$ cat src/rtl/ifmap_dbuf_ctrl_pkg.sv
// Shared types and config_data field layout for the ifmap double-buffer controller.
package ifmap_ctrl_pkg;

    typedef enum logic {
        IDLE = 1'b0,
        RUN  = 1'b1
    } state_t;

    localparam int DEF_BANK_ADDR_WIDTH = 8;
    localparam int DEF_COUNT_WIDTH     = 16;
    localparam int DEF_TILE_WIDTH      = 16;

    // config_data = {WR_COUNT, RD_COUNT, NUM_TILES}, MSB first
    function automatic int cfg_width(int count_width, int tile_width);
        return 2 * count_width + tile_width;
    endfunction

    function automatic int num_tiles_lsb();
        return 0;
    endfunction

    function automatic int rd_count_lsb(int tile_width);
        return tile_width;
    endfunction

    function automatic int wr_count_lsb(int count_width, int tile_width);
        return count_width + tile_width;
    endfunction

endpackage

$ cat src/rtl/ifmap_dbuf_ctrl_if.sv
// Handshake, configuration and status bundle of the ifmap double-buffer controller.
interface ifmap_dbuf_if
    import ifmap_ctrl_pkg::*;
#(
    parameter int COUNT_WIDTH = DEF_COUNT_WIDTH,
    parameter int TILE_WIDTH  = DEF_TILE_WIDTH
);
    localparam int CFG_WIDTH = cfg_width(COUNT_WIDTH, TILE_WIDTH);

    logic                 config_en;
    logic [CFG_WIDTH-1:0] config_data;
    logic                 start;
    logic                 in_valid;
    logic                 in_ready;
    logic                 wadr_en;
    logic                 rd_ready;
    logic                 radr_en;
    logic                 wbank;
    logic                 rbank;
    logic                 swap;
    logic                 busy;
    logic                 done;

    modport master (
        output config_en, config_data, start, in_valid, rd_ready,
        input  in_ready, wadr_en, radr_en, wbank, rbank, swap, busy, done
    );

    modport slave (
        input  config_en, config_data, start, in_valid, rd_ready,
        output in_ready, wadr_en, radr_en, wbank, rbank, swap, busy, done
    );

endinterface

$ cat src/rtl/ifmap_dbuf_ctrl_step_counter.sv
// Word counter with synchronous clear, step enable and wrap at limit-1.
module step_counter #(
    parameter int WIDTH = 16
) (
    input  logic             clk,
    input  logic             rst_n,
    input  logic             clr,
    input  logic             en,
    input  logic [WIDTH-1:0] limit,
    output logic             last
);
    logic [WIDTH-1:0] count;

    assign last = (count == limit - WIDTH'(1));

    always_ff @(posedge clk) begin
        if (!rst_n) begin
            count <= '0;
        end else if (clr || (en && last)) begin
            count <= '0;
        end else if (en) begin
            count <= count + WIDTH'(1);
        end
    end

endmodule

$ cat src/rtl/ifmap_dbuf_ctrl.sv
// Ifmap double-buffer controller: write/read step enables, bank swap and layer sequencing.
//   state | meaning
//   IDLE  | waiting for start; config_en latches config_data
//   RUN   | streaming NUM_TILES tiles through the two banks; leaves on done
module ifmap_dbuf_ctrl
    import ifmap_ctrl_pkg::*;
#(
    parameter int BANK_ADDR_WIDTH = DEF_BANK_ADDR_WIDTH,
    parameter int COUNT_WIDTH     = DEF_COUNT_WIDTH,
    parameter int TILE_WIDTH      = DEF_TILE_WIDTH
) (
    input logic         clk,
    input logic         rst_n,
    ifmap_dbuf_if.slave bus
);
    localparam int CW     = COUNT_WIDTH;
    localparam int TW     = TILE_WIDTH;
    localparam int WR_LSB = wr_count_lsb(CW, TW);
    localparam int RD_LSB = rd_count_lsb(TW);
    localparam int NT_LSB = num_tiles_lsb();

    if (BANK_ADDR_WIDTH < 1) begin : g_bad_bank_addr_width
        $error("BANK_ADDR_WIDTH must be at least 1");
    end

    state_t         state;
    state_t         state_nxt;
    logic [CW-1:0]  cfg_wr_count;
    logic [CW-1:0]  cfg_rd_count;
    logic [TW-1:0]  cfg_num_tiles;
    logic [CW-1:0]  wr_limit;
    logic [CW-1:0]  rd_limit;
    logic [TW-1:0]  tiles_written;
    logic [TW-1:0]  tiles_read;
    logic           wr_full;
    logic           rd_valid;
    logic           wbank_q;
    logic           wr_last;
    logic           rd_last;
    logic           run;
    logic           clr;
    logic           in_ready;
    logic           wadr_en;
    logic           radr_en;
    logic           swap;
    logic           done;

    always_comb begin
        run      = (state == RUN);
        clr      = (state == IDLE) && bus.start;
        in_ready = run && !wr_full && (tiles_written < cfg_num_tiles);
        wadr_en  = bus.in_valid && in_ready;
        radr_en  = run && rd_valid && bus.rd_ready;
        swap     = run && wr_full && !rd_valid;
        done     = run && (tiles_read == cfg_num_tiles);
        // a zero count still moves one word per tile
        wr_limit = (cfg_wr_count == '0) ? CW'(1) : cfg_wr_count;
        rd_limit = (cfg_rd_count == '0) ? CW'(1) : cfg_rd_count;
    end

    always_comb begin
        state_nxt = state;
        case (state)
            IDLE:    if (bus.start) state_nxt = RUN;
            RUN:     if (done)      state_nxt = IDLE;
            default:                state_nxt = IDLE;
        endcase
    end

    always_ff @(posedge clk) begin
        if (!rst_n) begin
            state <= IDLE;
        end else begin
            state <= state_nxt;
        end
    end

    always_ff @(posedge clk) begin
        if (!rst_n) begin
            cfg_wr_count  <= '0;
            cfg_rd_count  <= '0;
            cfg_num_tiles <= '0;
        end else if ((state == IDLE) && bus.config_en) begin
            cfg_wr_count  <= bus.config_data[WR_LSB +: CW];
            cfg_rd_count  <= bus.config_data[RD_LSB +: CW];
            cfg_num_tiles <= bus.config_data[NT_LSB +: TW];
        end
    end

    // swap needs wr_full & !rd_valid, so it never coincides with a tile completion
    always_ff @(posedge clk) begin
        if (!rst_n || clr) begin
            tiles_written <= '0;
            tiles_read    <= '0;
            wr_full       <= 1'b0;
            rd_valid      <= 1'b0;
            wbank_q       <= 1'b0;
        end else if (run) begin
            if (swap) begin
                wr_full  <= 1'b0;
                rd_valid <= 1'b1;
                wbank_q  <= ~wbank_q;
            end
            if (wadr_en && wr_last) begin
                wr_full       <= 1'b1;
                tiles_written <= tiles_written + TW'(1);
            end
            if (radr_en && rd_last) begin
                rd_valid   <= 1'b0;
                tiles_read <= tiles_read + TW'(1);
            end
        end
    end

    step_counter #(.WIDTH(CW)) u_wr_cnt (
        .clk   (clk),
        .rst_n (rst_n),
        .clr   (clr),
        .en    (wadr_en),
        .limit (wr_limit),
        .last  (wr_last)
    );

    step_counter #(.WIDTH(CW)) u_rd_cnt (
        .clk   (clk),
        .rst_n (rst_n),
        .clr   (clr),
        .en    (radr_en),
        .limit (rd_limit),
        .last  (rd_last)
    );

    assign bus.in_ready = in_ready;
    assign bus.wadr_en  = wadr_en;
    assign bus.radr_en  = radr_en;
    assign bus.wbank    = wbank_q;
    assign bus.rbank    = ~wbank_q;
    assign bus.swap     = swap;
    assign bus.busy     = run;
    assign bus.done     = done;

endmodule

$ cat src/flat_wrapper.sv
// flat-port wrapper written by rule: the top's interface ports become plain ports
module ifmap_dbuf_ctrl_flat import ifmap_ctrl_pkg::*;
#(
    parameter int BANK_ADDR_WIDTH = DEF_BANK_ADDR_WIDTH,
    parameter int COUNT_WIDTH     = DEF_COUNT_WIDTH,
    parameter int TILE_WIDTH      = DEF_TILE_WIDTH
)
  (clk, rst_n, bus_config_en, bus_config_data, bus_start, bus_in_valid, bus_rd_ready, bus_in_ready, bus_wadr_en, bus_radr_en, bus_wbank, bus_rbank, bus_swap, bus_busy, bus_done);
  ifmap_dbuf_if #(.COUNT_WIDTH(COUNT_WIDTH), .TILE_WIDTH(TILE_WIDTH)) bus_i ();
  input logic clk;
  input logic rst_n;
  input wire logic [$bits(bus_i.config_en)-1:0] bus_config_en;
  input wire logic [$bits(bus_i.config_data)-1:0] bus_config_data;
  input wire logic [$bits(bus_i.start)-1:0] bus_start;
  input wire logic [$bits(bus_i.in_valid)-1:0] bus_in_valid;
  input wire logic [$bits(bus_i.rd_ready)-1:0] bus_rd_ready;
  output wire logic [$bits(bus_i.in_ready)-1:0] bus_in_ready;
  output wire logic [$bits(bus_i.wadr_en)-1:0] bus_wadr_en;
  output wire logic [$bits(bus_i.radr_en)-1:0] bus_radr_en;
  output wire logic [$bits(bus_i.wbank)-1:0] bus_wbank;
  output wire logic [$bits(bus_i.rbank)-1:0] bus_rbank;
  output wire logic [$bits(bus_i.swap)-1:0] bus_swap;
  output wire logic [$bits(bus_i.busy)-1:0] bus_busy;
  output wire logic [$bits(bus_i.done)-1:0] bus_done;
  assign bus_i.config_en = bus_config_en;
  assign bus_i.config_data = bus_config_data;
  assign bus_i.start = bus_start;
  assign bus_i.in_valid = bus_in_valid;
  assign bus_i.rd_ready = bus_rd_ready;
  assign bus_in_ready = bus_i.in_ready;
  assign bus_wadr_en = bus_i.wadr_en;
  assign bus_radr_en = bus_i.radr_en;
  assign bus_wbank = bus_i.wbank;
  assign bus_rbank = bus_i.rbank;
  assign bus_swap = bus_i.swap;
  assign bus_busy = bus_i.busy;
  assign bus_done = bus_i.done;
  ifmap_dbuf_ctrl #(.BANK_ADDR_WIDTH(BANK_ADDR_WIDTH), .COUNT_WIDTH(COUNT_WIDTH), .TILE_WIDTH(TILE_WIDTH)) u_core (.clk(clk), .rst_n(rst_n), .bus(bus_i));
endmodule
$ cat config.mk
export PLATFORM = sky130hd
export DESIGN_NAME = ifmap_dbuf_ctrl_flat
export DESIGN_NICKNAME = d
export VERILOG_FILES = /design/src/rtl/ifmap_dbuf_ctrl_pkg.sv /design/src/rtl/ifmap_dbuf_ctrl_if.sv /design/src/rtl/ifmap_dbuf_ctrl_step_counter.sv /design/src/rtl/ifmap_dbuf_ctrl.sv /design/src/flat_wrapper.sv
export SDC_FILE = /design/constraint.sdc
export NUM_CORES = 1
export LEC_CHECK = 0
export ABC_AREA = 1
export CAP_MARGIN = 20
export CORE_ASPECT_RATIO = 1.4
export CORE_UTILIZATION = 25
export DETAILED_ROUTE_END_ITERATION = 7
export PLACE_DENSITY_LB_ADDON = 0.3
export SYNTH_ARGS = -nofsm -noshare
export SYNTH_HDL_FRONTEND = slang
export SYNTH_HIERARCHICAL = 1
export SYNTH_SLANG_ARGS = --single-unit
$ cat constraint.sdc
create_clock -name clk -period 3.06 [get_ports clk]
set_input_delay 0.306 -clock clk [delete_from_list [all_inputs] [get_ports clk]]
set_output_delay 0.306 -clock clk [all_outputs]
set_load 0.02 [all_outputs]
# Yosys cells after proc, flatten, opt, wreduce, memory -nomap -nowiden
# Index checks and enable logic that the tools add are counted.
# op_classes
n_bitwise,3
muxes,9
n_addsub,6
n_eq_ne,3
n_reduce_logical,29
div,0
order_cmp,1
n_shift,0
n_mul,0
# op_table
operator,n
$add 16x1->16 const B,4
$eq 16x16->1,3
$logic_not 16->1,2
$mux 16,2
$sub 16x1->16 const B,2
$lt 16x16->1,1
$logic_and 1x1->1,12
$reduce_and 2->1,5
$mux 1,6
$reduce_bool 2->1,2
$reduce_or 2->1,2
$logic_not 1->1,3
$logic_or 1x1->1,3
$not 1->1,3
$pmux 1 s2,1
# word_totals
mem_count,0
ramBits,0
out_inout_bits,8
latch_bits,0
word_cells,62
regBits,116
in_bits,54
rom_bits,0

# Logic depth before layout (Yosys ltp)
# Gate-level depths: netlist of the first run.
# logic_depth
word_depth,7
ltp_mapped,22
mapped_depth_nobuf,22

# Cells and area by module
# The synthesis of the first run kept the hierarchy.
# modules_own_cells
mod,instances,cells_per_inst,seq_area_each_um2,area_per_inst_um2
ifmap_dbuf_ctrl,1,609,1681.6,4294.1
step_counter,2,208,320.3,1373.8

# Worst setup path after synthesis of the first run
# OpenSTA, ideal clock, no wires.
# synth_timing
kind,register to register
start,reg u_core.cfg_rd_count[8]
end,reg u_core.tiles_read[10]
synth_period_minus_slack_ps,2814
stages_incl_launch_ff,19
t_required_ps,2989
arrival_ps,2743
slack_ps,246
cell_sequence,dfxtp_1 nor4_1 a41o_1 inv_1 ha_1 xor2_1 nand2_1 inv_1 nand3_1 nor2_1 nand3_1 nor4_1 nand2_4 inv_4 nand2_4 nor2_4 nand2_2 or2_0 a21oi_1
# synth_via
elab_chain_cells,6
# synth_lines
element,line_no,rtl
"start, declared",ifmap_dbuf_ctrl.sv:29,logic [CW-1:0] cfg_rd_count;
"start signal, assigned",ifmap_dbuf_ctrl.sv:85,cfg_rd_count <= bus.config_data[RD_LSB +: CW];
$logic_not 16->1,ifmap_dbuf_ctrl.sv:58,rd_limit = (cfg_rd_count == '0) ? CW'(1) : cfg_rd_count;
$mux 16,ifmap_dbuf_ctrl.sv:58,
net u_core.rd_limit[0],ifmap_dbuf_ctrl.sv:32,logic [CW-1:0] rd_limit;
$sub 16x1->16,ifmap_dbuf_ctrl_step_counter.sv:14,assign last = (count == limit - WIDTH'(1));
$eq 16x16->1,ifmap_dbuf_ctrl_step_counter.sv:14,
net u_core.rd_last,ifmap_dbuf_ctrl.sv:39,logic rd_last;
$logic_and 1x1->1,ifmap_dbuf_ctrl.sv:108,if (radr_en && rd_last) begin
$reduce_and 2->1 (no source line),--,
"end signal, assigned",ifmap_dbuf_ctrl.sv:110,tiles_read <= tiles_read + TW'(1);
"end, declared",ifmap_dbuf_ctrl.sv:34,logic [TW-1:0] tiles_read;
# The timed path passes the listed nets, and every way through them passes these cells.
# A chain may end at the register's enable or synchronous reset.

# Final worst setup path of the first run
# layout_timing
start,reg u_core.cfg_rd_count[15]
end,reg u_core.tiles_read[10]
# The elaborated chain is that of the path after synthesis.

==> results of run 1 <==
==> area by class of cell <==
class	count	area [µm²]
Inverter	103	394.1
Clock buffer	23	488.0
Sequential cell	116	2331
Clock inverter	9	148.9
Multi-Input combinational cell	748	4227
Fill cell	2962	18500
Tap cell	370	462.9
Timing Repair Buffer	121	1101
==> worst paths after layout <==
kind | from | to | slack [ps] | cells after the start
worst max register to register | u_core/cfg_rd_count[15] | u_core/tiles_read[10] | 150 | 22
worst min-delay path | rst_n | u_core/tiles_read[13] | 410 | 6
worst min register to register | u_core/wr_full | u_core/wr_full | 460 | 2
worst max-delay path | u_core/cfg_rd_count[15] | u_core/tiles_read[10] | 150 | 22
==> flip-flops by register name, indices dropped and copies added (netlist names) <==
name,flops
u_core/bus.wbank,1
u_core/u_wr_cnt/count,16
u_core/tiles_written,16
u_core/tiles_read,16
u_core/cfg_num_tiles,16
u_core/bus.busy,1
u_core/wr_full,1
u_core/u_rd_cnt/count,16
u_core/cfg_rd_count,16
u_core/cfg_wr_count,16
u_core/rd_valid,1
==> per-stage QoR <==
stage | utilization, % | std cells | cell area [µm²] | total power, µW | setup TNS (ps)
after floorplan | - | 1025 | 7042 | 2107 | 0
after global placement | 30.01 | 1455 | 8299 | 2361 | -6.715
after detailed placement | 30.01 | 1455 | 8299 | 2367 | -347.7
after global routing | 33.09 | 1490 | 9153 | 4776 | -128.4
final | 33.09 | 1490 | 9153 | 4543 | 0
after CTS | 32.36 | 1487 | 8949 | 4549 | 0
==> logic make-up (layout without fill, tap and decap cells) <==
family | after synthesis | after routing | share of synthesized area (%)
simple gates | 520 | 520 | 33.90
buf+inv | 161 | 256 | 9.399
flops | 116 | 116 | 32.98
mux | 2 | 2 | 0.2843
fa+ha+maj | 21 | 21 | 3.731
xor+xnor | 89 | 89 | 11.07
compound gates | 116 | 116 | 8.635
==> per-layer routing <==
metal | track usage (%) | part of all wire [%] | vias up
li1 | - | - | 3422
met1 | 16.38 | 45 | 2951
met2 | 24.22 | 50 | 115
met3 | 2.624 | 3.5 | 18
met4 | 4.901 | 1.5 | 0
met5 | 0 | 0 | -
==> repair_timing <==
item                       in CTS  in global routing
setup buffers                   0                  2
pin swaps                       0                 12
setup endpoints to repair      21                 30
gates cloned                    0                  1
resized for setup               2                 42
==> worst max-delay path, stage by stage (launching register included) <==
cell and delay [ps]:
sky130_fd_sc_hd__dfxtp_2 320, sky130_fd_sc_hd__nor4_2 250, sky130_fd_sc_hd__buf_4 150, sky130_fd_sc_hd__a41o_1 190, sky130_fd_sc_hd__inv_2 60, sky130_fd_sc_hd__ha_4 180
sky130_fd_sc_hd__nand2_4 90, sky130_fd_sc_hd__nor2_4 50, sky130_fd_sc_hd__nand2_1 50, sky130_fd_sc_hd__nand2_1 40, sky130_fd_sc_hd__nand2_1 50, sky130_fd_sc_hd__nand2_1 50
sky130_fd_sc_hd__nor2_1 100, sky130_fd_sc_hd__nand2_1 100, sky130_fd_sc_hd__nor4_2 260, sky130_fd_sc_hd__buf_4 190, sky130_fd_sc_hd__nand2_8 80, sky130_fd_sc_hd__inv_8 70
sky130_fd_sc_hd__nand2_4 50, sky130_fd_sc_hd__nor2_4 110, sky130_fd_sc_hd__nand2_2 70, sky130_fd_sc_hd__or2_0 190, sky130_fd_sc_hd__a21oi_1 120
==> synthesized netlist by cell type (all sizes together), types with 9 or more instances <==
| master | count | share of area [%] |
|---|---|---|
| nor4 | 14 | 1.3 |
| clkbuf | 45 | 2.4 |
| xnor2 | 33 | 4.1 |
| nor3 | 12 | 0.85 |
| a21oi | 51 | 3.7 |
| dfxtp | 116 | 33 |
| nor2 | 204 | 13 |
| buf | 13 | 1.5 |
| nand2 | 193 | 11 |
| ha | 21 | 3.7 |
| xor2 | 56 | 7.0 |
| o21ai | 58 | 4.1 |
| inv | 103 | 5.5 |
| nand3 | 52 | 4.1 |
| or2 | 9 | 0.80 |
| nand4 | 30 | 2.8 |
==> report_power, final <==
group          switching [µW]  internal (µW)  total (µW)
Sequential               40.2           1570        1610
Combinational             437            338         776
Clock                     716           1450        2160
Total                    1190           3350        4540
==> report_table.html, run 1 <==
<table>
<tr><th>Metric</th><th>Value</th></tr>
<tr><th colspan="2">Run status</th></tr>
<tr><td>Status</td><td>complete, no violations</td></tr>
<tr><th colspan="2">Yosys</th></tr>
<tr><td>Number of flops mapped to enable cells by yosys</td><td>0</td></tr>
<tr><td>Post-synth net total</td><td>1100</td></tr>
<tr><td>Most used flip-flop cell after synthesis</td><td>sky130_fd_sc_hd__dfxtp_1</td></tr>
<tr><td>Share of synthesized registers carrying an async set or reset</td><td>0%</td></tr>
<tr><td>Per-instance average area after synthesis</td><td>6.870 µm²</td></tr>
<tr><td>Synth Register Bits</td><td>116</td></tr>
<tr><td>Post-synthesis sequential area ratio</td><td>32.98%</td></tr>
<tr><td>Number of synthesis warnings</td><td>6</td></tr>
<tr><td>Netlist area before placement</td><td>0.007042 mm²</td></tr>
<tr><td>Instance count of the mapped netlist</td><td>1025</td></tr>
<tr><td>Synth cell types</td><td>43</td></tr>
<tr><th colspan="2">Timing</th></tr>
<tr><td>Min cycle time layout</td><td>2905 ps</td></tr>
<tr><td># setup viols final</td><td>0</td></tr>
<tr><td>Worst Setup Slack, final</td><td>154.8 ps</td></tr>
<tr><td>Transition at the pin with the smallest max-transition slack</td><td>635.1 ps</td></tr>
<tr><td>Final hold vios</td><td>0</td></tr>
<tr><td>Max Clock Skew</td><td>10.97 ps</td></tr>
<tr><td>Peak clock frequency supported by timing</td><td>344.2 MHz</td></tr>
<tr><td>RSZ-0062 raised after global routing</td><td>true</td></tr>
<tr><td>Final worst path period share</td><td>94.94%</td></tr>
<tr><td>Worst hold slack</td><td>413.0 ps</td></tr>
<tr><td>Max-Slew Margin vs Limit</td><td>57.62%</td></tr>
<tr><td>Number of slew-limit violations in the final report</td><td>0</td></tr>
<tr><th colspan="2">Detailed routing</th></tr>
<tr><td>Detail-routed net length per standard cell</td><td>12.75 µm</td></tr>
<tr><td>Vias after detailed routing</td><td>6506</td></tr>
<tr><td>DRT Wirelength</td><td>19000 µm</td></tr>
<tr><td>Drc violations</td><td>0</td></tr>
<tr><td>First DRT Iteration DRCs</td><td>284</td></tr>
<tr><td>Vias per cell</td><td>4.366</td></tr>
<tr><td>ANT nets after route</td><td>0</td></tr>
<tr><td>First drt pass iteration count</td><td>4</td></tr>
<tr><th colspan="2">Final layout</th></tr>
<tr><td>Synth-to-layout area growth</td><td>29.98%</td></tr>
<tr><td>Net count reported at finish</td><td>1182</td></tr>
<tr><td>Commonest non-fill, non-tap cells in the layout</td><td>sky130_fd_sc_hd__nand2_1 (177), sky130_fd_sc_hd__nor2_1 (162), sky130_fd_sc_hd__dfxtp_1 (109), sky130_fd_sc_hd__inv_1 (96), sky130_fd_sc_hd__clkdlybuf4s50_1 (59)</td></tr>
<tr><td>Layout cells sized above 1</td><td>16.34%</td></tr>
<tr><td>Most common cell after layout, fill and taps aside</td><td>sky130_fd_sc_hd__nand2_1</td></tr>
<tr><td>Antenna diode count</td><td>0</td></tr>
<tr><th colspan="2">Clock tree</th></tr>
<tr><td>Clock input transition at the sequential cells of the worst setup and hold paths</td><td>60 ps</td></tr>
<tr><td>Clock latency of the later-clocked register in the worst-skew pair</td><td>420 ps</td></tr>
<tr><td>CTS H-Tree Depth</td><td>4</td></tr>
<tr><td>Number of hold buffers added after CTS</td><td>0</td></tr>
<tr><td>Number of buffers created by CTS</td><td>17</td></tr>
<tr><td>CTS tree</td><td>built</td></tr>
<tr><td>Root buffer selected by CTS</td><td>sky130_fd_sc_hd__clkbuf_16</td></tr>
<tr><td>Largest buffer count on any clock path</td><td>2</td></tr>
<tr><td>TritonCTS Sinks</td><td>116</td></tr>
<tr><th colspan="2">Setup path</th></tr>
<tr><td>Crit path DAT</td><td>3260 ps</td></tr>
<tr><td>Type of element capturing the critical path</td><td>flop</td></tr>
<tr><td>CP max FO</td><td>7</td></tr>
<tr><td>Critical path type</td><td>reg -&gt; reg</td></tr>
<tr><td>Worst setup SP type</td><td>flop</td></tr>
<tr><td>Required time reported for the critical path endpoint</td><td>3410 ps</td></tr>
<tr><th colspan="2">Global route</th></tr>
<tr><td>Number of global-route vias before repair</td><td>6472</td></tr>
<tr><td>Largest net degree at the start of global routing</td><td>52</td></tr>
<tr><td>Initial antenna violation count</td><td>0</td></tr>
<tr><td>Overflow left after global routing</td><td>0</td></tr>
<tr><td>Overall fraction of global-route tracks in use</td><td>13.79%</td></tr>
<tr><td>Wire length of the first global-routing pass</td><td>31130 µm</td></tr>
<tr><th colspan="2">Die</th></tr>
<tr><td>Core Region</td><td>0.02766 mm²</td></tr>
<tr><td>Die Ht</td><td>200.6 µm</td></tr>
<tr><td>Floorplan die width</td><td>143.8 µm</td></tr>
<tr><td>Top-level port count</td><td>62</td></tr>
<tr><td>Initial core utilization</td><td>25.46%</td></tr>
<tr><td>Die area</td><td>0.02885 mm²</td></tr>
<tr><td>Cell row count</td><td>72</td></tr>
<tr><th colspan="2">Pwr</th></tr>
<tr><td>Worst IR drop on VDD</td><td>0.3485 mV</td></tr>
<tr><td>Leakage</td><td>0.003655 µW</td></tr>
<tr><td>Power per cell area</td><td>496.4 mW/mm²</td></tr>
<tr><th colspan="2">Place</th></tr>
<tr><td>Half-perimeter wire length after detailed placement</td><td>14550 µm</td></tr>
<tr><td>Post-place setup slack</td><td>-60.58 ps</td></tr>
<tr><td>IO Port Bufs</td><td>61</td></tr>
<tr><td>Placer congestion estimate</td><td>0.8285</td></tr>
<tr><th colspan="2">Hold path</th></tr>
<tr><td>Worst Hold Class</td><td>in -&gt; reg</td></tr>
<tr><th colspan="2">Job</th></tr>
<tr><td>Max_cap viols</td><td>0</td></tr>
</table>
(Power assumes the default switching activity.)
==> inputs of run 2 (changes only) <==
--- a/config.mk
+++ b/config.mk
@@ -13,5 +13,4 @@
 export PLACE_DENSITY_LB_ADDON = 0.3
 export SYNTH_ARGS = -nofsm -noshare
 export SYNTH_HDL_FRONTEND = slang
-export SYNTH_HIERARCHICAL = 1
 export SYNTH_SLANG_ARGS = --single-unit
==> report_table.html, run 2 <==
<table>
<tr><th>Metric</th><th>Value</th></tr>
<tr><th colspan="2">Place</th></tr>
<tr><td>Half-perimeter wire length after detailed placement</td><td>16830 µm (+16%)</td></tr>
<tr><td># placed instances</td><td>1524 (+4.7%)</td></tr>
<tr><td>IO Port Bufs</td><td>61 (unchanged)</td></tr>
<tr><td>Post-place setup slack</td><td>-79.61 ps (-19.03 ps)</td></tr>
<tr><td>Placer congestion estimate</td><td>0.8747 (+5.6%)</td></tr>
<tr><td>Area after detailed placement</td><td>0.008347 mm² (+0.57%)</td></tr>
<tr><th colspan="2">Setup path</th></tr>
<tr><td>CP max FO</td><td>3 (-4)</td></tr>
<tr><td>Worst setup SP type</td><td>flop</td></tr>
<tr><td>Start point of the critical path</td><td>u_core.cfg_num_tiles[15]</td></tr>
<tr><td>Startpoint of the most critical register-to-register path</td><td>u_core.cfg_wr_count[5]</td></tr>
<tr><td>Cell breakdown of the critical path</td><td>inv_1, ha_1, nand2_1, inv_1, nand3_1, inv_1, a21oi_1, nand3_1, inv_1, clkdlybuf4s50_1</td></tr>
<tr><td>Slowest stage cell, crit path</td><td>sky130_fd_sc_hd__clkdlybuf4s50_1</td></tr>
<tr><td>Critical path's largest stage delay</td><td>620 ps (+300 ps)</td></tr>
<tr><td>Required time reported for the critical path endpoint</td><td>2750 ps (-660 ps)</td></tr>
<tr><td>Critical path buffers and inverters</td><td>5 (+1)</td></tr>
<tr><td>Crit path DAT</td><td>2540 ps (-720 ps)</td></tr>
<tr><td>Most used cell, CP</td><td>sky130_fd_sc_hd__inv_1</td></tr>
<tr><td>Critical path type</td><td>reg -&gt; out</td></tr>
<tr><td>Kind of cell adding the most delay to the critical path</td><td>buffers and inverters</td></tr>
<tr><td>Type of element capturing the critical path</td><td>primary output</td></tr>
<tr><th colspan="2">Global route</th></tr>
<tr><td>Initial antenna violation count</td><td>0 (unchanged)</td></tr>
<tr><td>Overall fraction of global-route tracks in use</td><td>15.19% (+1.4 points)</td></tr>
<tr><td>Overflow left after global routing</td><td>0 (unchanged)</td></tr>
<tr><td>Met1 capacity usage during global routing</td><td>15.30% (-1.1 points)</td></tr>
<tr><td>Number of global-route vias before repair</td><td>7228 (+12%)</td></tr>
<tr><td>Largest net degree at the start of global routing</td><td>34 (-35%)</td></tr>
<tr><td>Met3 Usage GRT</td><td>2.796% (+0.17 points)</td></tr>
<tr><td>Wire length of the first global-routing pass</td><td>35360 µm (+14%)</td></tr>
<tr><td>Most utilized layer in the global route result</td><td>met2</td></tr>
<tr><td>Met2 usage in global routing</td><td>28.90% (+4.7 points)</td></tr>
<tr><th colspan="2">Yosys</th></tr>
<tr><td>Fraction of the mapped netlist area in adder cells</td><td>3.628% (-0.10 points)</td></tr>
<tr><td>Most used flip-flop cell after synthesis</td><td>sky130_fd_sc_hd__dfxtp_1</td></tr>
<tr><td>Post-synth net total</td><td>1170 (+6.4%)</td></tr>
<tr><td>Library cell occupying the most area in the post-synthesis netlist</td><td>sky130_fd_sc_hd__dfxtp_1</td></tr>
<tr><td>Netlist area before placement</td><td>0.007242 mm² (+2.8%)</td></tr>
<tr><td>Ranking of synthesized cells by instance count</td><td>sky130_fd_sc_hd__nand2_1 (227), sky130_fd_sc_hd__nor2_1 (144), sky130_fd_sc_hd__inv_1 (140)</td></tr>
<tr><td>Most used standard cell by instance count after synthesis</td><td>sky130_fd_sc_hd__nand2_1</td></tr>
<tr><td>Synth cell types</td><td>41 (-4.7%)</td></tr>
<tr><td>Proportion of synthesized area in mux cells</td><td>0% (-0.28 points)</td></tr>
<tr><td>Combinational family with the most area after synthesis</td><td>simple AND/OR/NAND/NOR gates</td></tr>
<tr><td>Complex-gate fraction of the synthesized area</td><td>12.01% (+3.4 points)</td></tr>
<tr><td>Per-instance average area after synthesis</td><td>6.614 µm² (-3.7%)</td></tr>
<tr><td>Post-synthesis sequential area ratio</td><td>32.07% (-0.91 points)</td></tr>
<tr><td>Simple-gate area share of the yosys netlist</td><td>34.33% (+0.43 points)</td></tr>
<tr><td>Top cell type's share of synthesized area</td><td>32.07% (-0.91 points)</td></tr>
<tr><td>Cell types with the largest area share after synthesis</td><td>sky130_fd_sc_hd__dfxtp_1 (32%), sky130_fd_sc_hd__nand2_1 (12%), sky130_fd_sc_hd__nor2_1 (7.5%)</td></tr>
<tr><td>Synth Register Bits</td><td>116 (unchanged)</td></tr>
<tr><td>Number of synthesis warnings</td><td>0 (-6)</td></tr>
<tr><td>Number of flops mapped to enable cells by yosys</td><td>0 (unchanged)</td></tr>
<tr><td>Share of synthesized registers carrying an async set or reset</td><td>0% (unchanged)</td></tr>
<tr><td>Synth Area in XOR/XNOR</td><td>8.483% (-2.6 points)</td></tr>
<tr><td>Instance count of the mapped netlist</td><td>1095 (+6.8%)</td></tr>
<tr><th colspan="2">Clock tree</th></tr>
<tr><td>Clock input transition at the sequential cells of the worst setup and hold paths</td><td>50 ps (about the same)</td></tr>
<tr><td>TritonCTS Sinks</td><td>116 (unchanged)</td></tr>
<tr><td>CTS tree</td><td>built</td></tr>
<tr><td>Root buffer selected by CTS</td><td>sky130_fd_sc_hd__clkbuf_16</td></tr>
<tr><td>Largest buffer count on any clock path</td><td>2 (unchanged)</td></tr>
<tr><td>Number of buffers created by CTS</td><td>17 (unchanged)</td></tr>
<tr><td>CTS H-Tree Depth</td><td>4 (unchanged)</td></tr>
<tr><td>Clock latency of the later-clocked register in the worst-skew pair</td><td>430 ps (about the same)</td></tr>
<tr><th colspan="2">Detailed routing</th></tr>
<tr><td>Vias per cell</td><td>4.627 (+6.0%)</td></tr>
<tr><td>Detail-routed net length per standard cell</td><td>14.07 µm (+10%)</td></tr>
<tr><td>DRT Wirelength</td><td>21970 µm (+16%)</td></tr>
<tr><td>Vias after detailed routing</td><td>7228 (+11%)</td></tr>
<tr><td>First DRT Iteration DRCs</td><td>403 (+42%)</td></tr>
<tr><td>First drt pass iteration count</td><td>5 (+1)</td></tr>
<tr><td>Drc violations</td><td>0 (unchanged)</td></tr>
<tr><td>ANT nets after route</td><td>0 (unchanged)</td></tr>
<tr><th colspan="2">Timing</th></tr>
<tr><td>Final hold vios</td><td>0 (unchanged)</td></tr>
<tr><td>Worst Setup Slack, final</td><td>216.3 ps (+61.50 ps)</td></tr>
<tr><td># setup viols final</td><td>0 (unchanged)</td></tr>
<tr><td>Peak clock frequency supported by timing</td><td>351.7 MHz (+2.2%)</td></tr>
<tr><td>Accumulated negative setup slack</td><td>0 ps (unchanged)</td></tr>
<tr><td>Transition at the pin with the smallest max-transition slack</td><td>617.8 ps (-17.22 ps)</td></tr>
<tr><td>Max-Slew Margin vs Limit</td><td>58.49% (+0.88 points)</td></tr>
<tr><td>RSZ-0062 raised after global routing</td><td>false</td></tr>
<tr><td>Number of slew-limit violations in the final report</td><td>0 (unchanged)</td></tr>
<tr><td>Min cycle time layout</td><td>2844 ps (-61.50 ps)</td></tr>
<tr><td>Final worst path period share</td><td>92.93% (-2.0 points)</td></tr>
<tr><td>Max Clock Skew</td><td>7.627 ps (-3.339 ps)</td></tr>
<tr><th colspan="2">Die</th></tr>
<tr><td>Initial core utilization</td><td>25.49% (+0.033 points)</td></tr>
<tr><td>Die area</td><td>0.02966 mm² (+2.8%)</td></tr>
<tr><td>Floorplan die width</td><td>145.8 µm (+1.4%)</td></tr>
<tr><td>Die Ht</td><td>203.4 µm (+1.4%)</td></tr>
<tr><td>Core Region</td><td>0.02841 mm² (+2.7%)</td></tr>
<tr><td>Top-level port count</td><td>62 (unchanged)</td></tr>
<tr><td>Cell row count</td><td>73 (+1.4%)</td></tr>
<tr><th colspan="2">Job</th></tr>
<tr><td>Max_cap viols</td><td>0 (unchanged)</td></tr>
<tr><th colspan="2">Final layout</th></tr>
<tr><td>Post-layout utilization of the core</td><td>31.96% (-1.1 points)</td></tr>
<tr><td>Synth-to-layout area growth</td><td>25.35%</td></tr>
<tr><td>Design Area, Final</td><td>0.009077 mm² (-0.82%)</td></tr>
<tr><td>Final cell count without fillers</td><td>1562 (+4.8%)</td></tr>
<tr><td>Commonest non-fill, non-tap cells in the layout</td><td>sky130_fd_sc_hd__nand2_1 (223), sky130_fd_sc_hd__inv_1 (140), sky130_fd_sc_hd__nor2_1 (135), sky130_fd_sc_hd__dfxtp_1 (113), sky130_fd_sc_hd__a21oi_1 (86)</td></tr>
<tr><td>Net count reported at finish</td><td>1251 (+5.8%)</td></tr>
<tr><td>Layout cells sized above 1</td><td>9.604% (-6.7 points)</td></tr>
<tr><td>Antenna diode count</td><td>0 (unchanged)</td></tr>
<tr><td>Most common cell after layout, fill and taps aside</td><td>sky130_fd_sc_hd__nand2_1</td></tr>
<tr><th colspan="2">Pwr</th></tr>
<tr><td>Leakage</td><td>0.003555 µW (-2.7%)</td></tr>
<tr><td>Worst IR drop on VDD</td><td>0.3340 mV (-4.2%)</td></tr>
<tr><td>Power per cell area</td><td>477.8 mW/mm² (-3.7%)</td></tr>
<tr><th colspan="2">Hold path</th></tr>
<tr><td>HP Start</td><td>u_core.bus.wbank</td></tr>
<tr><td>Worst Hold Class</td><td>reg -&gt; reg</td></tr>
<tr><th colspan="2">Run status</th></tr>
<tr><td>Status</td><td>complete, no violations</td></tr>
</table>
==> run 2: report_power, final <==
part	internal, µW	switching [µW]
Sequential	1560	44.4
Clock	1180	727
Combinational	314	510
==> run 2: final cells by class <==
class                   count  area, µm²
clock buffers              19      432.9
clock inverters            11      113.9
fillers                  3013      19330
inverters                 145      546.8
multi-input cells         807       4340
flip-flops and latches    116       2326
well taps                 375      469.2
repair buffers             89      848.3
==> run 2: cells by family (layout without fill, tap and decap cells) <==
| family | count (synthesis) | after routing |
|---|---|---|
| compound gates | 166 | 166 |
| xor+xnor | 67 | 67 |
| fa+ha+maj | 21 | 21 |
| buf+inv | 174 | 264 |
| flops | 116 | 116 |
| simple gates | 551 | 553 |
==> run 2: worst paths after layout <==
kind	slack, ps	to	cells past startpoint
max reg2reg	300	u_core.tiles_written[7]	20
min reg2reg	480	u_core.bus.wbank	2
min	480	u_core.bus.wbank	2
max	220	bus_in_ready	10
==> run 2: layer usage <==
metal / routed length (µm) / vias up / part of all wire, %
met5: 0 / - / 0
met4: 969 / 0 / 4.4
met3: 719 / 58 / 3.3
met2: 11580 / 130 / 53
met1: 8706 / 3303 / 40
li1: - / 3737 / -
==> run 2: through the flow <==
stage | total power (µW) | hold WS [ps]
floorplan | 2170 | 447.5
global placement | 2421 | 467.9
detailed placement | 2425 | 472.7
CTS | 4343 | 481.6
global route | 4545 | 503.1
finish | 4338 | 476.9
==> run 2: repair_timing <==
item	4_1_cts	5_1_grt
gates cloned	0	2
resized for setup	2	25
setup endpoints to repair	31	66
hold buffers	0	0
pin swaps	0	11
setup buffers	0	6
==> run 2: tightest hold or removal path, delay by kind of cell (launching register included) <==
family,cells,cell delay [ps]
AO/OA/AOI/OAI,1,50
flip-flops,1,320
AND/OR/NAND/NOR,1,60
==> inputs of run 3 (changes only) <==
--- a/config.mk
+++ b/config.mk
@@ -8,8 +8,10 @@
 export ABC_AREA = 1
 export CAP_MARGIN = 20
 export CORE_ASPECT_RATIO = 1.4
+export CORE_MARGIN = 2
 export CORE_UTILIZATION = 25
 export DETAILED_ROUTE_END_ITERATION = 7
+export GPL_TIMING_DRIVEN = 1
 export PLACE_DENSITY_LB_ADDON = 0.3
 export SYNTH_ARGS = -nofsm -noshare
 export SYNTH_HDL_FRONTEND = slang
==> report_table.html, run 3 (synthesized netlist as in run 2, its figures left out) <==
<table>
<tr><th>Metric</th><th>Value</th></tr>
<tr><th colspan="2">Die</th></tr>
<tr><td>Top-level port count</td><td>62 (unchanged)</td></tr>
<tr><td>Initial core utilization</td><td>25.41% (-0.082 points)</td></tr>
<tr><td>Core Region</td><td>0.02850 mm² (+0.32%)</td></tr>
<tr><td>Die Ht</td><td>205.4 µm (+0.98%)</td></tr>
<tr><td>Floorplan die width</td><td>147.8 µm (+1.4%)</td></tr>
<tr><td>Cell row count</td><td>73 (unchanged)</td></tr>
<tr><td>Die area</td><td>0.03036 mm² (+2.4%)</td></tr>
<tr><th colspan="2">Pwr</th></tr>
<tr><td>Leakage</td><td>0.003579 µW (+0.69%)</td></tr>
<tr><td>Relative contribution of the clock network to total power</td><td>45.2% (+1.3 points)</td></tr>
<tr><td>Worst IR drop on VDD</td><td>0.3415 mV (+2.2%)</td></tr>
<tr><td>Psw</td><td>1297 µW (+1.2%)</td></tr>
<tr><td>Part of the power in combinational logic</td><td>18.8% (-0.2 points)</td></tr>
<tr><td>Power per cell area</td><td>489.9 mW/mm² (+2.5%)</td></tr>
<tr><td>Sw Ratio</td><td>28.97% (-0.59 points)</td></tr>
<tr><td>Int Pwr</td><td>3180 µW (+4.1%)</td></tr>
<tr><td>Part of the total power dissipated in sequential elements</td><td>35.9% (-1.2 points)</td></tr>
<tr><td>Post-layout power</td><td>4477 µW (+3.2%)</td></tr>
<tr><th colspan="2">Global route</th></tr>
<tr><td>Initial antenna violation count</td><td>0 (unchanged)</td></tr>
<tr><td>Wire length of the first global-routing pass</td><td>34910 µm (-1.3%)</td></tr>
<tr><td>Number of global-route vias before repair</td><td>7004 (-3.1%)</td></tr>
<tr><td>Overflow left after global routing</td><td>0 (unchanged)</td></tr>
<tr><td>Largest net degree at the start of global routing</td><td>41 (+21%)</td></tr>
<tr><td>Overall fraction of global-route tracks in use</td><td>14.51% (-0.68 points)</td></tr>
<tr><th colspan="2">Clock tree</th></tr>
<tr><td>Number of buffers created by CTS</td><td>17 (unchanged)</td></tr>
<tr><td>TritonCTS Sinks</td><td>116 (unchanged)</td></tr>
<tr><td>Largest buffer count on any clock path</td><td>2 (unchanged)</td></tr>
<tr><td>Root buffer selected by CTS</td><td>sky130_fd_sc_hd__clkbuf_16</td></tr>
<tr><td>Clock latency of the later-clocked register in the worst-skew pair</td><td>430 ps (about the same)</td></tr>
<tr><td>Clock input transition at the sequential cells of the worst setup and hold paths</td><td>50 ps (about the same)</td></tr>
<tr><td>CTS tree</td><td>built</td></tr>
<tr><td>CTS H-Tree Depth</td><td>4 (unchanged)</td></tr>
<tr><td>Number of hold buffers added after CTS</td><td>0 (unchanged)</td></tr>
<tr><th colspan="2">Place</th></tr>
<tr><td>Placer congestion estimate</td><td>0.8827 (+0.91%)</td></tr>
<tr><td>IO Port Bufs</td><td>61 (unchanged)</td></tr>
<tr><td>Half-perimeter wire length after detailed placement</td><td>16870 µm (+0.25%)</td></tr>
<tr><th colspan="2">Timing</th></tr>
<tr><td>Min cycle time layout</td><td>2870 ps (+26.07 ps)</td></tr>
<tr><td>Peak clock frequency supported by timing</td><td>348.5 MHz (-0.91%)</td></tr>
<tr><td>RSZ-0062 raised after global routing</td><td>true</td></tr>
<tr><td>Max-Slew Margin vs Limit</td><td>62.34% (+3.8 points)</td></tr>
<tr><td>Accumulated negative setup slack</td><td>0 ps (unchanged)</td></tr>
<tr><td>Final hold vios</td><td>0 (unchanged)</td></tr>
<tr><td>Transition at the pin with the smallest max-transition slack</td><td>562.9 ps (-54.92 ps)</td></tr>
<tr><td>Max Clock Skew</td><td>9.628 ps (+2.001 ps)</td></tr>
<tr><td>Final worst path period share</td><td>93.78% (+0.85 points)</td></tr>
<tr><td># setup viols final</td><td>0 (unchanged)</td></tr>
<tr><td>Number of slew-limit violations in the final report</td><td>0 (unchanged)</td></tr>
<tr><th colspan="2">Final layout</th></tr>
<tr><td>Layout cells sized above 1</td><td>9.388% (-0.22 points)</td></tr>
<tr><td>Net count reported at finish</td><td>1255 (+0.32%)</td></tr>
<tr><td>Antenna diode count</td><td>0 (unchanged)</td></tr>
<tr><td>Most common cell after layout, fill and taps aside</td><td>sky130_fd_sc_hd__nand2_1</td></tr>
<tr><td>Commonest non-fill, non-tap cells in the layout</td><td>sky130_fd_sc_hd__nand2_1 (224), sky130_fd_sc_hd__inv_1 (140), sky130_fd_sc_hd__nor2_1 (136), sky130_fd_sc_hd__dfxtp_1 (115), sky130_fd_sc_hd__a21oi_1 (86)</td></tr>
<tr><td>Synth-to-layout area growth</td><td>26.17%</td></tr>
<tr><td>Fill cell instance count of the final layout</td><td>3107 (+3.1%)</td></tr>
<tr><th colspan="2">Setup path</th></tr>
<tr><td>Kind of cell adding the most delay to the critical path</td><td>buffers and inverters</td></tr>
<tr><td>CP max FO</td><td>3 (unchanged)</td></tr>
<tr><td>Crit path DAT</td><td>2560 ps (+20 ps)</td></tr>
<tr><td>Required time reported for the critical path endpoint</td><td>2750 ps (about the same)</td></tr>
<tr><td>Critical path buffers and inverters</td><td>4 (-1)</td></tr>
<tr><td>Critical path's largest stage delay</td><td>640 ps (+20 ps)</td></tr>
<tr><td>Slowest stage cell, crit path</td><td>sky130_fd_sc_hd__clkdlybuf4s50_1</td></tr>
<tr><td>Most used cell, CP</td><td>sky130_fd_sc_hd__inv_1</td></tr>
<tr><td>Type of element capturing the critical path</td><td>primary output</td></tr>
<tr><td>Critical path type</td><td>reg -&gt; out</td></tr>
<tr><td>Worst setup SP type</td><td>flop</td></tr>
<tr><td>Cell breakdown of the critical path</td><td>inv_1, ha_1, nand2_1, inv_1, nand3_1, inv_1, a21oi_1, nand3_1, nor2_2, clkdlybuf4s50_1</td></tr>
<tr><th colspan="2">Detailed routing</th></tr>
<tr><td>Highest signal layer in the routed design</td><td>met4</td></tr>
<tr><td>Drc violations</td><td>0 (unchanged)</td></tr>
<tr><td>First DRT Iteration DRCs</td><td>342 (-15%)</td></tr>
<tr><td>ANT nets after route</td><td>0 (unchanged)</td></tr>
<tr><td>First drt pass iteration count</td><td>6 (+1)</td></tr>
<tr><td>WL met3</td><td>704 µm (-2.1%)</td></tr>
<tr><td>Detail-routed net length per standard cell</td><td>14.06 µm (about the same)</td></tr>
<tr><td>Vias after detailed routing</td><td>7232 (+0.055%)</td></tr>
<tr><td>DRT Wirelength</td><td>22050 µm (+0.32%)</td></tr>
<tr><td>Routed length on met2</td><td>11660 µm (+0.66%)</td></tr>
<tr><td>Wire length on met1</td><td>8973 µm (+3.1%)</td></tr>
<tr><td>Vias per cell</td><td>4.612 (-0.33%)</td></tr>
<tr><th colspan="2">Hold path</th></tr>
<tr><td>Worst Hold Class</td><td>reg -&gt; reg</td></tr>
<tr><th colspan="2">Job</th></tr>
<tr><td>Max_cap viols</td><td>0 (unchanged)</td></tr>
<tr><th colspan="2">Run status</th></tr>
<tr><td>Status</td><td>complete, no violations</td></tr>
</table>
run 3: cell count changes in the layout (fill, tap and decap cells not counted), sizes merged:
cell | before | now
clkbuf | 19 | 22
nand4 | 36 | 37
clkinv | 8 | 7
clkdlybuf4s50 | 60 | 61
clkinvlp | 2 | 1
bufinv | 2 | 3
dlymetal6s2s | 1 | 0
buf | 28 | 31
run 3: worst paths after layout:
path / startpoint / to / slack (ps) / depth (start not counted)
worst max register to register: u_core.cfg_wr_count[6] / u_core.tiles_written[15] / 260 / 21
worst min register to register: u_core.bus.wbank / u_core.bus.wbank / 480 / 2
worst min-delay path: u_core.bus.wbank / u_core.bus.wbank / 480 / 2
worst max-delay path: u_core.cfg_num_tiles[15] / bus_wadr_en / 190 / 10
run 3: final cells by class:
cell class                      count  area [µm²]  share of cell area (%)
Tap cell                          375       469.2                   5.135
Clock inverter                     10       131.4                   1.438
Multi-Input combinational cell    808        4355                   47.67
Inverter                          145       544.3                   5.956
Timing Repair Buffer               92       859.6                   9.407
Sequential cell                   116        2323                   25.43
Clock buffer                       22       454.2                   4.971
run 3: layer usage:
metal	GRT usage [%]	up-vias
li1	-	3742
met1	15.60	3307
met3	2.683	52
met2	27.74	131
met5	0	-
met4	5.782	0
run 3: stage by stage:
step / util (%) / cell area [µm²] / std cells / hold WS (ps) / setup slack [ps]
after floorplan: - / 7242 / 1095 / 447.5 / 480.7
after global placement: 29.40 / 8377 / 1528 / 468.1 / -88.68
after detailed placement: 29.40 / 8377 / 1528 / 479.4 / -112.9
after CTS: 31.66 / 9024 / 1562 / 487.4 / 13.38
after global routing: 32.06 / 9138 / 1568 / 501.2 / -15.79
final: 32.06 / 9138 / 1568 / 483.5 / 190.3
run 3: what timing repair did:
item / CTS / global route
resized for setup: 5 / 18
pin swaps: 2 / 4
setup endpoints to repair: 32 / 59
setup buffers: 1 / 4
gates cloned: 1 / 2
run 3: worst reg2reg max path: stages, from the launching register on:
cell and delay (ps):
sky130_fd_sc_hd__dfxtp_1 330, sky130_fd_sc_hd__nor2_1 160, sky130_fd_sc_hd__nand2_2 100, sky130_fd_sc_hd__nor2_4 160, sky130_fd_sc_hd__nand3_4 130, sky130_fd_sc_hd__nand2_1 110, sky130_fd_sc_hd__inv_1 50, sky130_fd_sc_hd__ha_1 220
sky130_fd_sc_hd__nand2_2 150, sky130_fd_sc_hd__inv_1 80, sky130_fd_sc_hd__nand3_1 100, sky130_fd_sc_hd__nand2_1 60, sky130_fd_sc_hd__nand2_1 100, sky130_fd_sc_hd__nand2_1 60, sky130_fd_sc_hd__inv_1 60, sky130_fd_sc_hd__nand3_2 90
sky130_fd_sc_hd__nor2_4 220, sky130_fd_sc_hd__inv_2 70, sky130_fd_sc_hd__nor2_4 120, sky130_fd_sc_hd__buf_12 140, sky130_fd_sc_hd__nand4_1 90, sky130_fd_sc_hd__a21oi_1 130
run 3: power groups by stage:
| stage | Sequential (µW) | Combinational (µW) | Clock (µW) |
|---|---|---|---|
| 6_report | 1610 | 843 | 2030 |
| 3_3_place_gp | 1640 | 790 | 0 |
| 4_1_cts | 1610 | 821 | 2060 |
| 5_1_grt | 1610 | 945 | 2120 |
| 2_1_floorplan | 1630 | 539 | 0 |
| 3_5_place_dp | 1640 | 793 | 0 |
==> edit (config.mk and constraints of run 2) <==
Make the reset (`rst_n`) asynchronous in 3 clocked blocks.
--- a/src/rtl/ifmap_dbuf_ctrl_step_counter.sv
+++ b/src/rtl/ifmap_dbuf_ctrl_step_counter.sv
@@ -14,5 +14,5 @@
     assign last = (count == limit - WIDTH'(1));
 
-    always_ff @(posedge clk) begin
+    always_ff @(posedge clk or negedge rst_n) begin
         if (!rst_n) begin
             count <= '0;
--- a/src/rtl/ifmap_dbuf_ctrl.sv
+++ b/src/rtl/ifmap_dbuf_ctrl.sv
@@ -68,5 +68,5 @@
     end
 
-    always_ff @(posedge clk) begin
+    always_ff @(posedge clk or negedge rst_n) begin
         if (!rst_n) begin
             state <= IDLE;
@@ -76,5 +76,5 @@
     end
 
-    always_ff @(posedge clk) begin
+    always_ff @(posedge clk or negedge rst_n) begin
         if (!rst_n) begin
             cfg_wr_count  <= '0;
Formal check against the unedited RTL: differs if rst_n is asserted again (counterexample within 4 cycles, from zero or initial values and one cycle with rst_n low); with rst_n held inactive, the same outputs for 4 cycles.
==> edit against run 2 <==
  * Power up 3.4%
  * Non-clock buffer count shrank 5
  * Wire length down 2.0%
  * Worst hold slack worse by 0.058 ns
  * Sequential cell count unchanged
  * Largest cell class unchanged
  * Synthesized area rose by 3.7%
  * Highest routed layer unchanged
  * Design area grew 2.6%
  * Clock power grew 5%
  * Worst setup slack better by 0.055 ns
  * Combinational power fell by 15%
  * Via count shrank 2.8%
  * Largest power group unchanged
==> edit: results (changes against run 2) <==
{| class="wikitable"
! Metric !! Value
|-
| First-pass GRT wire length || 35500 um (was 35400 um)
|-
| Total nets after synthesis || 1120 (was 1170)
|-
| Via-to-Cell Ratio || 4.63 (about the same)
|-
| Arrival time at the worst endpoint || 3.11 ns (was 2.54 ns)
|-
| Iter 0 DRT Violations || 398 (was 403)
|-
| XOR/XNOR Fraction of Synth Area || 7.99% (was 8.48%)
|-
| Cell Area, Placed || 8640 um2 (was 8350 um2)
|-
| Critical path startpoint || u_core.cfg_rd_count[9] (was u_core.cfg_num_tiles[15])
|-
| M2 GR Usage || 24.8% (was 28.9%)
|-
| Asr flop ratio synth || 69.8% (was 0%)
|-
| Cell types occupying the most area after synthesis || dfrtp_1 (27%), nand2_1 (11%), dfxtp_1 (9.3%) (was dfxtp_1 (32%), nand2_1 (12%), nor2_1 (7.5%))
|-
| Number of iterations in the first detailed-routing pass || 7 (was 5)
|-
| Per-cell routed wire length || 14.2 um (was 14.1 um)
|-
| Via count of the first global-routing pass || 6921 (was 7228)
|-
| Proportion of layout cells with a drive suffix above 1 || 10.0% (was 9.60%)
|-
| Worst reg2reg path depth || 18 (was 20)
|-
| Top post-synthesis cells by count || nand2_1 (222), nor2_1 (135), inv_1 (131) (was nand2_1 (227), nor2_1 (144), inv_1 (140))
|-
| Critical-path maximum fanout || 8 (was 3)
|-
| Share of the synthesized area in compound gates (AO/OA/AOI/OAI) || 8.61% (was 12.0%)
|-
| HPWL reported at the end of detailed placement || 16200 um (was 16800 um)
|-
| Tightest hold margin || 0.419 ns (was 0.477 ns)
|-
| Sequential cell area fraction in the yosys report || 36.3% (was 32.1%)
|-
| Clock edge transition at the registers on the reported setup and hold paths || 0.06 ns
|-
| GRT Util Overall || 14.7% (was 15.2%)
|-
| Number of nets at the end of the flow || 1201 (was 1251)
|-
| Status || finished clean (unchanged)
|-
| Multiplexer area fraction after synthesis || 1.95% (was 0%)
|-
| Relative slew margins || 56.9% (was 58.5%)
|-
| Met1 routing resource usage after global routing || 18.3% (was 15.3%)
|-
| Crit path to || u_core.u_rd_cnt.count[2] (was bus_in_ready)
|-
| Synth Area in Adders || 3.50% (was 3.63%)
|-
| Global placement routability congestion || 0.859 (was 0.875)
|-
| Leakage power figure || 4.21 nW (was 3.55 nW)
|}
[edit: cell types whose count changed after synthesis, sizes merged, moves of 10 or more]
cell	delta
dfxtp	-81
o21ai	-38
inv	-10
dfrtp	+81
mux2	+13
[edit: report_power, final]
group | leakage [nW] | switching [mW] | internal (mW) | total (mW)
clock | 0.282 | 0.733 | 1.25 | 1.99
combinational | 2.72 | 0.394 | 0.306 | 0.700
sequential | 1.21 | 0.147 | 1.65 | 1.80
total | 4.21 | 1.27 | 3.21 | 4.49
[edit: metal layers]
metal / share of wire (%) / wire length (um) / up-vias
met5: 0 / 0 / -
met4: 2.2 / 478 / 0
met3: 3.3 / 719 / 32
met2: 49 / 10500 / 157
met1: 45 / 9780 / 3257
li1: - / - / 3580
[edit: through the flow]
step	utilization, %	worst slack (ns)
final	31.7	0.272
after global routing	31.7	0.00630
after CTS	31.5	0.00197
after detailed placement	29.4	0.0820
after global placement	29.4	0.116
after floorplan	-	0.447
[edit: critical path, stage by stage (launching register included)]
cell	delay, ns
dfrtp_1	0.41
nor2_2	0.18
nand2_1	0.09
nor2_1	0.19
nand2_2	0.08
nand2_1	0.09
inv_2	0.04
ha_1	0.22
nand2_2	0.14
nor2_1	0.06
xor2_1	0.16
xor2_1	0.20
nor2_1	0.06
nand3_1	0.10
nor2_2	0.05
nand2_2	0.15
buf_4	0.15
nand2_4	0.07
nor3b_1	0.23
[edit: area by class of cell]
cell class	instances	share of cell area, %
Timing Repair Buffer	84	8.46
Tap cell	380	5.10
Clock buffer	22	5.09
Sequential cell	116	29.3
Multi-Input combinational cell	773	45.5
Clock inverter	10	1.15
Inverter	134	5.40
[edit: what timing repair did]
action / CTS / global route
endpoints found under the hold margin: 36 / 0
resized for setup: 0 / 16
hold buffers: 1 / 0
setup endpoints to repair: 0 / 51
setup buffers: 0 / 3
